--- src/rtl/fp16_mul_stage.sv ---
// FP16 multiplier stage: 2-cycle pipelined product feeding a dot-product accumulator.
// Subnormals flush to zero, Inf/NaN saturate to max finite, truncation rounding.
module fp16_mul_stage #(
  parameter int CNT_W = 16
) (
  input  logic             clk,
  input  logic             rst_n,
  input  logic [15:0]      in_act,
  input  logic [15:0]      in_wgt,
  input  logic             in_valid,
  input  logic             in_last,
  output logic [15:0]      prod,
  output logic             prod_valid,
  output logic             prod_last,
  output logic [CNT_W-1:0] elem_cnt
);

  localparam logic [CNT_W-1:0] CNT_MAX = '1;

  logic [4:0]        a_exp;
  logic [4:0]        w_exp;
  logic signed [6:0] exp_sum;
  logic [21:0]       man_prod;

  logic              s1_sign;
  logic signed [6:0] s1_exp;
  logic [21:0]       s1_man;
  logic              s1_zero;
  logic              s1_sat;
  logic              s1_valid;
  logic              s1_last;

  logic signed [6:0] exp_n;
  logic [9:0]        frac_n;
  logic [15:0]       res;
  logic [CNT_W-1:0]  cnt;
  logic [CNT_W-1:0]  cnt_base;

  always_comb begin
    a_exp    = in_act[14:10];
    w_exp    = in_wgt[14:10];
    exp_sum  = $signed({2'b00, a_exp})
             + $signed({2'b00, w_exp})
             - 7'sd15;
    man_prod = {11'd0, 1'b1, in_act[9:0]}
             * {11'd0, 1'b1, in_wgt[9:0]};
  end

  always_ff @(posedge clk) begin
    if (!rst_n) begin
      s1_sign  <= 1'b0;
      s1_exp   <= '0;
      s1_man   <= '0;
      s1_zero  <= 1'b0;
      s1_sat   <= 1'b0;
      s1_valid <= 1'b0;
      s1_last  <= 1'b0;
    end else begin
      s1_sign  <= in_act[15] ^ in_wgt[15];
      s1_exp   <= exp_sum;
      s1_man   <= man_prod;
      s1_zero  <= (a_exp == 5'd0) || (w_exp == 5'd0);
      s1_sat   <= (a_exp == 5'd31) || (w_exp == 5'd31);
      s1_valid <= in_valid;
      s1_last  <= in_valid & in_last;
    end
  end

  // Mantissa product lies in [1,4); a set top bit means one right shift.
  always_comb begin
    exp_n  = s1_exp + $signed({6'd0, s1_man[21]});
    frac_n = s1_man[21] ? s1_man[20:11] : s1_man[19:10];
    if (s1_zero)
      res = 16'h0000;
    else if (s1_sat || (exp_n > 7'sd30))
      res = {s1_sign, 15'h7BFF};
    else if (exp_n < 7'sd1)
      res = 16'h0000;
    else
      res = {s1_sign, exp_n[4:0], frac_n};
  end

  // A completed dot product restarts the count on the following cycle.
  always_comb begin
    cnt_base = prod_last ? '0 : cnt;
  end

  always_ff @(posedge clk) begin
    if (!rst_n) begin
      prod       <= 16'h0000;
      prod_valid <= 1'b0;
      prod_last  <= 1'b0;
      cnt        <= '0;
    end else begin
      prod       <= s1_valid ? res : 16'h0000;
      prod_valid <= s1_valid;
      prod_last  <= s1_valid & s1_last;
      if (s1_valid)
        cnt <= (cnt_base == CNT_MAX) ? cnt_base : cnt_base + 1'b1;
      else
        cnt <= cnt_base;
    end
  end

  assign elem_cnt = cnt;

endmodule

--- config.mk ---
export PLATFORM = sky130hd
export DESIGN_NAME = fp16_mul_stage
export DESIGN_NICKNAME = d
export VERILOG_FILES = /design/src/rtl/fp16_mul_stage.sv
export SDC_FILE = /design/constraint.sdc
export NUM_CORES = 1
export LEC_CHECK = 0
export ABC_AREA = 1
export CORE_MARGIN = 5
export CORE_UTILIZATION = 59
export DETAILED_ROUTE_END_ITERATION = 8
export GPL_ROUTABILITY_DRIVEN = 0
export PLACE_DENSITY_LB_ADDON = 0.12
export SLEW_MARGIN = 20
export SYNTH_ARGS = -nofsm -noshare
export SYNTH_HDL_FRONTEND = slang
export SYNTH_SLANG_ARGS = --single-unit
--- constraint.sdc ---
create_clock -name clk -period 7.5 [get_ports clk]
set_clock_uncertainty 0.2 [all_clocks]
set_input_delay 1.5 -clock clk [delete_from_list [all_inputs] [get_ports clk]]
set_output_delay 1.5 -clock clk [all_outputs]
set_load 0.05 [all_outputs]
==> results of run 1 <==
-- kinds of logic after synthesis --
logic type	share of synthesized area [%]
simple gates	23.85
buf+inv	14.98
fa+ha+maj	36.30
compound gates	6.518
flops	17.19
xor+xnor	1.167
-- layout make-up --
cell class / instances / area (µm²) / area share (%)
clock buffer: 10 / 239.0 / 3.061
clock inverter: 6 / 66.31 / 0.8495
inverter: 227 / 857.1 / 10.98
multi-input combinational: 616 / 4583 / 58.71
sequential: 58 / 1161 / 14.87
tap: 143 / 178.9 / 2.292
timing repair buffer: 73 / 720.7 / 9.232
-- stage by stage --
step / utilization (%) / cells / hold slack (ns)
4_1_cts: 68.95 / 1133 / 0.2081
3_3_place_gp: 66.26 / 1117 / 0.1950
6_report: 68.95 / 1133 / 0.2123
2_1_floorplan: - / 932 / 0.1936
3_5_place_dp: 66.26 / 1117 / 0.2007
5_1_grt: 68.95 / 1133 / 0.2248
-- state kept, by name, indices dropped and copies added, names as in the netlist, 7 cells and up --
signal / cells
prod: 16
s1_man: 12
elem_cnt: 16
s1_exp: 7
-- layout by cell type (no fill, tap or decap), types with 8 or more instances in the layout --
cell,n
clkdlybuf4s50_1,69
inv_1,223
nand2_1,204
fa_1,80
dfxtp_1,58
o21ai_0,28
clkbuf_16,9
nand4_1,8
a21oi_1,38
nor3_1,16
nand3_1,30
ha_1,68
nor2_1,97
-- critical path, cell delays in order --
cell and delay, ns:
clkdlybuf4s50_1 0.77, inv_1 0.13, fa_1 0.54, inv_1 0.05
fa_1 0.50, fa_1 0.52, fa_1 0.54, inv_1 0.05
fa_1 0.53, inv_1 0.04, ha_1 0.34, a21oi_1 0.23
nor2_1 0.07, nor2_1 0.16, o21ai_0 0.10, a21boi_0 0.24
nand3_1 0.11, nand2_1 0.07, nor2_1 0.04
-- worst max-delay path by stage --
stage | end | depth (start not counted)
3_3_place_gp | s1_man[18] | 18
6_report | s1_man[19] | 19
2_1_floorplan | s1_man[19] | 19
4_1_cts | s1_man[18] | 18
5_1_grt | s1_man[19] | 19
3_5_place_dp | s1_man[18] | 18
-- per-layer routing --
layer  wire length (µm)  part of all wire (%)
met1               6274                    46
met2               6555                    48
met3                696                   5.1
met4                229                   1.7
met5                  0                     0
-- power by group --
| group | total [W] | leakage, nW | internal, W | switching [W] |
|---|---|---|---|---|
| clock network | 0.000409 | 0.141 | 0.000265 | 0.000144 |
| logic | 0.00159 | 3.54 | 0.000585 | 0.00100 |
| registers | 0.000379 | 0.475 | 0.000356 | 0.0000239 |
==> summary.md, run 1 <==
| Metric | Value |
|---|---|
| Dpl ws | `0.6862 ns` |
| Starting density of the core | `59.68%` |
| Post-Syn Nets | `1116` |
| Worst-margin pin slew | `0.6234 ns` |
| Final slew viol count | `0` |
| Hold depth | `2` |
| Initial antenna violation count | `0` |
| DRT Pass-1 Iters | `5` |
| Core Area | `11320 µm²` |
| Hold_buf cts | `0` |
| CTS tree | `built` |
| Critical Path RT | `7.52 ns` |
| Largest net degree at the start of global routing | `30` |
| Number of top-level pins | `70` |
| Final worst slack | `0.9973 ns` |
| Placed cell areas | `7501 µm²` |
| CTS-repair resized insts | `0` |
| Met3 Usage GRT | `3.342%` |
| Die X | `117.0 µm` |
| PortBufs | `69` |
| Number of synthesized flops with an enable pin | `0` |
| Hold Path Class | `flip-flop to flip-flop` |
| Fmax | `153.8 MHz` |
| First-pass GRT wire length | `25050 µm` |
| RSZ-0062 raised after global routing | `no` |
| Post-Syn Area per Cell | `7.249 µm²` |
| Synth Flop Type | `dfxtp_1` |
| GRT met2 Usage | `38.41%` |
| Yosys top cell area share | `23.70%` |
| Synth Instances | `932` |
| Area leader, netlist | `fa_1` |
| Ant. Diodes | `0` |
| Netlist Area Pre-Place | `6756 µm²` |
| Peak fanout along the critical path | `11` |
| Via Count | `5695` |
| Fill cells | `992` |
| Worst setup EP type | `flip-flop` |
| Synth warn | `0` |
| Worst VDD drop | `0.0002247 V` |
| Cells on worst reg2reg path | `13` |
| FF+latch count, synth | `58` |
| WHS Endpoint | `prod[15]` |
| Worst r2r src | `s1_man[21]` |
| Layout area overhead | `15.54%` |
| DR vias/cell | `5.026` |
| Fin Setup TNS | `0 ns` |
| Final WL | `13760 µm` |
| Met1 usage | `30.98%` |
| Max_slew headroom | `58.38%` |
| Cells taking the most area after synthesis | `fa_1 24%, dfxtp_1 17%, ha_1 13%` |
| Row cnt | `39` |
| Clock sinks | `58` |
| Max cap viols | `0` |
| Number of global-route vias before repair | `5672` |
| Asr flop ratio synth | `0%` |
| Synth unique cells | `37` |
| Worst hold path startpoint | `s1_sign` |
| H-tree depth | `3` |
| Minimum clock period | `6.503 ns` |
| Post-synth top cells | `223 x inv_1, 204 x nand2_1, 97 x nor2_1, 80 x fa_1, 68 x ha_1` |
| Mean routed wirelength per cell | `12.14 µm` |
| Final nets | `1169` |
| Chip height | `117.0 µm` |
| Clk buf depth | `2` |
| Post-CTS setup buffers | `0` |
| Leakage | `4.151 nW` |
| Total CTS buffers | `9` |
| Fraction of the cycle the final worst path needs | `86.70%` |
| Final Instance Area | `7806 µm²` |
| Share of cells above drive strength 1 | `4.545%` |
| Startpoint types | `input pin` |
| Reg2reg end | `prod[6]` |
| GRT overflow | `0` |
| Seq/Total Area, Yosys | `17.19%` |
| DRC violation total after the first TritonRoute iteration | `350` |
| Detail Placement HPWL | `11300 µm` |
| Final setup vio count | `0` |
| PwrDens | `304.6 nW/µm²` |
| Post-DRT Antenna Nets | `0` |
| Crit Path Class | `input pin to flip-flop` |
| Clk_lat worst skew | `0.33 ns` |
| Reg2reg setup slack | `4.53 ns` |
| GRT Overall Usage | `22.68%` |
| Pwr Total | `0.002378 W` |
| # DRC | `0` |
| Status | `completed` |
| Clk slew on worst S/H paths | `0.05 ns` |
| Clock Tree Root | `clkbuf_16` |
| Fin. Hold Viols | `0` |
| Die area | `13690 µm²` |
| Arr. time, crit path | `6.52 ns` |
| Setup crit start | `in_act[2]` |
| Most Used Layer, Global Route | `met2` |
| Most common cell in the synthesized netlist | `inv_1` |
Note: power is estimated with default switching activity, not from simulation.
==> inputs of run 2 (changes only) <==
--- a/config.mk
+++ b/config.mk
@@ -6,8 +6,10 @@
 export NUM_CORES = 1
 export LEC_CHECK = 0
 export ABC_AREA = 1
+export ABC_CLOCK_PERIOD_IN_PS = 5520
 export CORE_MARGIN = 5
-export CORE_UTILIZATION = 59
+export CORE_UTILIZATION = 53
+export CTS_CLUSTER_DIAMETER = 150
 export DETAILED_ROUTE_END_ITERATION = 8
 export GPL_ROUTABILITY_DRIVEN = 0
 export PLACE_DENSITY_LB_ADDON = 0.12
==> constraint.sdc (replaced) <==
create_clock -name clk -period 5.52 [get_ports clk]
set_clock_uncertainty 0.2 [all_clocks]
set_input_delay 1.104 -clock clk [delete_from_list [all_inputs] [get_ports clk]]
set_output_delay 1.104 -clock clk [all_outputs]
set_load 0.05 [all_outputs]
==> summary.md, run 2 (synthesis gave the netlist of run 1 again) <==
| Metric | Value |
|---|---|
| Crit Path Class | `input pin to flip-flop` |
| Die area | `15110 µm² (+10%)` |
| Layout area overhead | `28.39%` |
| Fin Setup TNS | `0 ns (unchanged)` |
| Startpoint types | `input pin` |
| Clk slew on worst S/H paths | `0.05 ns (about the same)` |
| Minimum clock period | `5.330 ns` |
| Status | `completed` |
| Crit path depth | `20 (+1)` |
| Clk_lat worst skew | `0.32 ns (about the same)` |
| Max_slew headroom | `60.72% (+2.3 points)` |
| Reg2reg end | `prod[5]` |
| Die X | `122.9 µm (+5.0%)` |
| Hold slack | `0.2152 ns (+0.002889 ns)` |
| Reg2reg setup slack | `2.57 ns (-1.96 ns)` |
| GRT met2 Usage | `36.32% (-2.1 points)` |
| Ant. Diodes | `0 (unchanged)` |
| Final setup vio count | `0 (unchanged)` |
| Cell mode on critical path | `fa_1` |
| Sequential share of power | `11.2% (-4.8 points)` |
| Most frequent cells in the layout | `219 x inv_1, 186 x nand2_1, 93 x nor2_1, 80 x fa_1, 66 x buf_4` |
| Detail Placement HPWL | `12050 µm (+6.7%)` |
| Clock Power Share | `13.0% (-4.2 points)` |
| PortBufs | `69 (unchanged)` |
| Delay-heaviest family, CP | `adder cells` |
| Fraction of the cycle the final worst path needs | `96.55%` |
| Post-layout util | `69.02% (about the same)` |
| Final WL | `14730 µm (+7.1%)` |
| Worst setup EP type | `flip-flop` |
| Comb pwr share | `75.8% (+9.0 points)` |
| Crit path to | `s1_man[20]` |
| Number of top-level pins | `70 (unchanged)` |
| Starting density of the core | `53.76% (-5.9 points)` |
| Largest net degree at the start of global routing | `30 (unchanged)` |
| Peak fanout along the critical path | `6 (-5)` |
| Met1 usage | `28.55% (-2.4 points)` |
| DRT Pass-1 Iters | `5 (unchanged)` |
| Arr. time, crit path | `5.34 ns (-1.18 ns)` |
| Total CTS buffers | `9 (unchanged)` |
| Worst-margin pin slew | `0.5884 ns (-0.03497 ns)` |
| Worst r2r src | `s1_man[21]` |
| GRT overflow | `0 (unchanged)` |
| CTS tree | `built` |
| Cells on worst reg2reg path | `13 (unchanged)` |
| Clk buf depth | `2 (unchanged)` |
| First-pass GRT wire length | `26300 µm (+5.0%)` |
| Worst VDD drop | `0.0005415 V (+140%)` |
| Worst hold path startpoint | `s1_last` |
| Non-filler cells, final | `1229 (+8.5%)` |
| CP max stage delay | `0.53 ns (-0.24 ns)` |
| Pwr Total | `0.004605 W (+94%)` |
| Max cap viols | `0 (unchanged)` |
| # DRC | `0 (unchanged)` |
| Mean routed wirelength per cell | `11.99 µm (-1.3%)` |
| Critical Path RT | `5.54 ns (-1.98 ns)` |
| DR vias/cell | `4.808 (-4.3%)` |
| Via Count | `5909 (+3.8%)` |
| Hold_buf cts | `0 (unchanged)` |
| Most common cell after layout, fill and taps aside | `inv_1` |
| Leakage | `4.619 nW (+11%)` |
| Core Area | `12570 µm² (+11%)` |
| Final slew viol count | `0 (unchanged)` |
| Met3 Usage GRT | `3.385% (+0.043 points)` |
| Worst path slowest cell | `fa_1` |
| Crit-path cells | `clkdlybuf4s15_1 > nand2_1 > fa_1 > inv_1 > fa_1 > inv_2 > fa_1 > inv_2 > fa_1 > inv_1 > fa_1 > inv_2 > ha_4 > nand2_4 > nor3_2 > nand4_1 > nand3_2 > nand2_1 > nand2_1 > nor2_1` |
| Final nets | `1236 (+5.7%)` |
| Initial antenna violation count | `0 (unchanged)` |
| Clock sinks | `58 (unchanged)` |
| Most Used Layer, Global Route | `met2` |
| Clock Tree Root | `clkbuf_16` |
| Row cnt | `41 (+5.1%)` |
| H-tree depth | `3 (unchanged)` |
| Switching Fraction | `46.47% (-2.8 points)` |
| Post-DRT Antenna Nets | `0 (unchanged)` |
| PwrDens | `530.8 nW/µm² (+74%)` |
| Number of global-route vias before repair | `6033 (+6.4%)` |
| Fin. Hold Viols | `0 (unchanged)` |
| Sw power | `0.002140 W (+83%)` |
| GRT Overall Usage | `21.24% (-1.4 points)` |
| Share of cells above drive strength 1 | `16.37% (+12 points)` |
| Internal power | `0.002465 W (+100%)` |
| WP buf/inv | `6 (+1)` |
| Hold Path Class | `flip-flop to flip-flop` |
| Chip height | `122.9 µm (+5.0%)` |
| Fmax | `187.6 MHz` |
| Dpl cells | `1208 (+8.1%)` |
| Setup crit start | `in_wgt[3]` |
| DRC violation total after the first TritonRoute iteration | `364 (+4.0%)` |
==> run 2: final cells by class <==
type | count | area, µm²
Timing Repair Buffer | 140 | 1230
Sequential cell | 58 | 1161
Multi-Input combinational cell | 616 | 4885
Fill cell | 1072 | 3894
Inverter | 227 | 857.1
Clock inverter | 7 | 101.3
Tap cell | 172 | 215.2
Clock buffer | 9 | 225.2
==> run 2: power groups by stage <==
stage | combinational, W | clock (W) | sequential [W]
after detailed placement | 0.00266 | 0 | 0.000524
after global placement | 0.00264 | 0 | 0.000523
after global routing | 0.00393 | 0.000632 | 0.000525
after floorplan | 0.00166 | 0 | 0.000541
final | 0.00349 | 0.000597 | 0.000516
after CTS | 0.00315 | 0.000609 | 0.000516
==> run 2: metrics by stage <==
step           instance area [µm²]  setup slack [ns]
2_1_floorplan                 6768         -0.002075
6_report                      8675            0.1903
4_1_cts                       8511         -0.006984
3_5_place_dp                  8003           -0.6345
3_3_place_gp                  8003           -0.6277
5_1_grt                       8675          -0.02373
==> run 2: worst min-delay path, delay by kind of cell (launching register included) <==
family        cells  cell delay, ns
simple gates      1            0.04
buf+inv           1            0.04
flops             1            0.29
==> run 2: layer usage <==
metal | wire length (µm) | up-vias | share of wire (%)
li1 | - | 3032 | -
met1 | 6862 | 2752 | 47
met2 | 7106 | 110 | 48
met3 | 602 | 15 | 4.1
met4 | 158 | 0 | 1.1
met5 | 0 | - | 0
==> run 2: worst min-delay path by stage <==
| stage | end | slack [ns] | cells after the start |
|---|---|---|---|
| after global routing | prod_last | 0.24 | 2 |
| after floorplan | prod[15] | 0.19 | 2 |
| after CTS | prod_last | 0.22 | 2 |
| after global placement | prod_last | 0.21 | 2 |
| final | prod_last | 0.22 | 2 |
| after detailed placement | prod_last | 0.21 | 2 |
==> run 2: timing repair <==
| item | 4_1_cts | 5_1_grt |
|---|---|---|
| resized for setup | 54 | 56 |
| pin swaps | 33 | 42 |
| setup buffers | 2 | 3 |
| setup endpoints to repair | 12 | 12 |
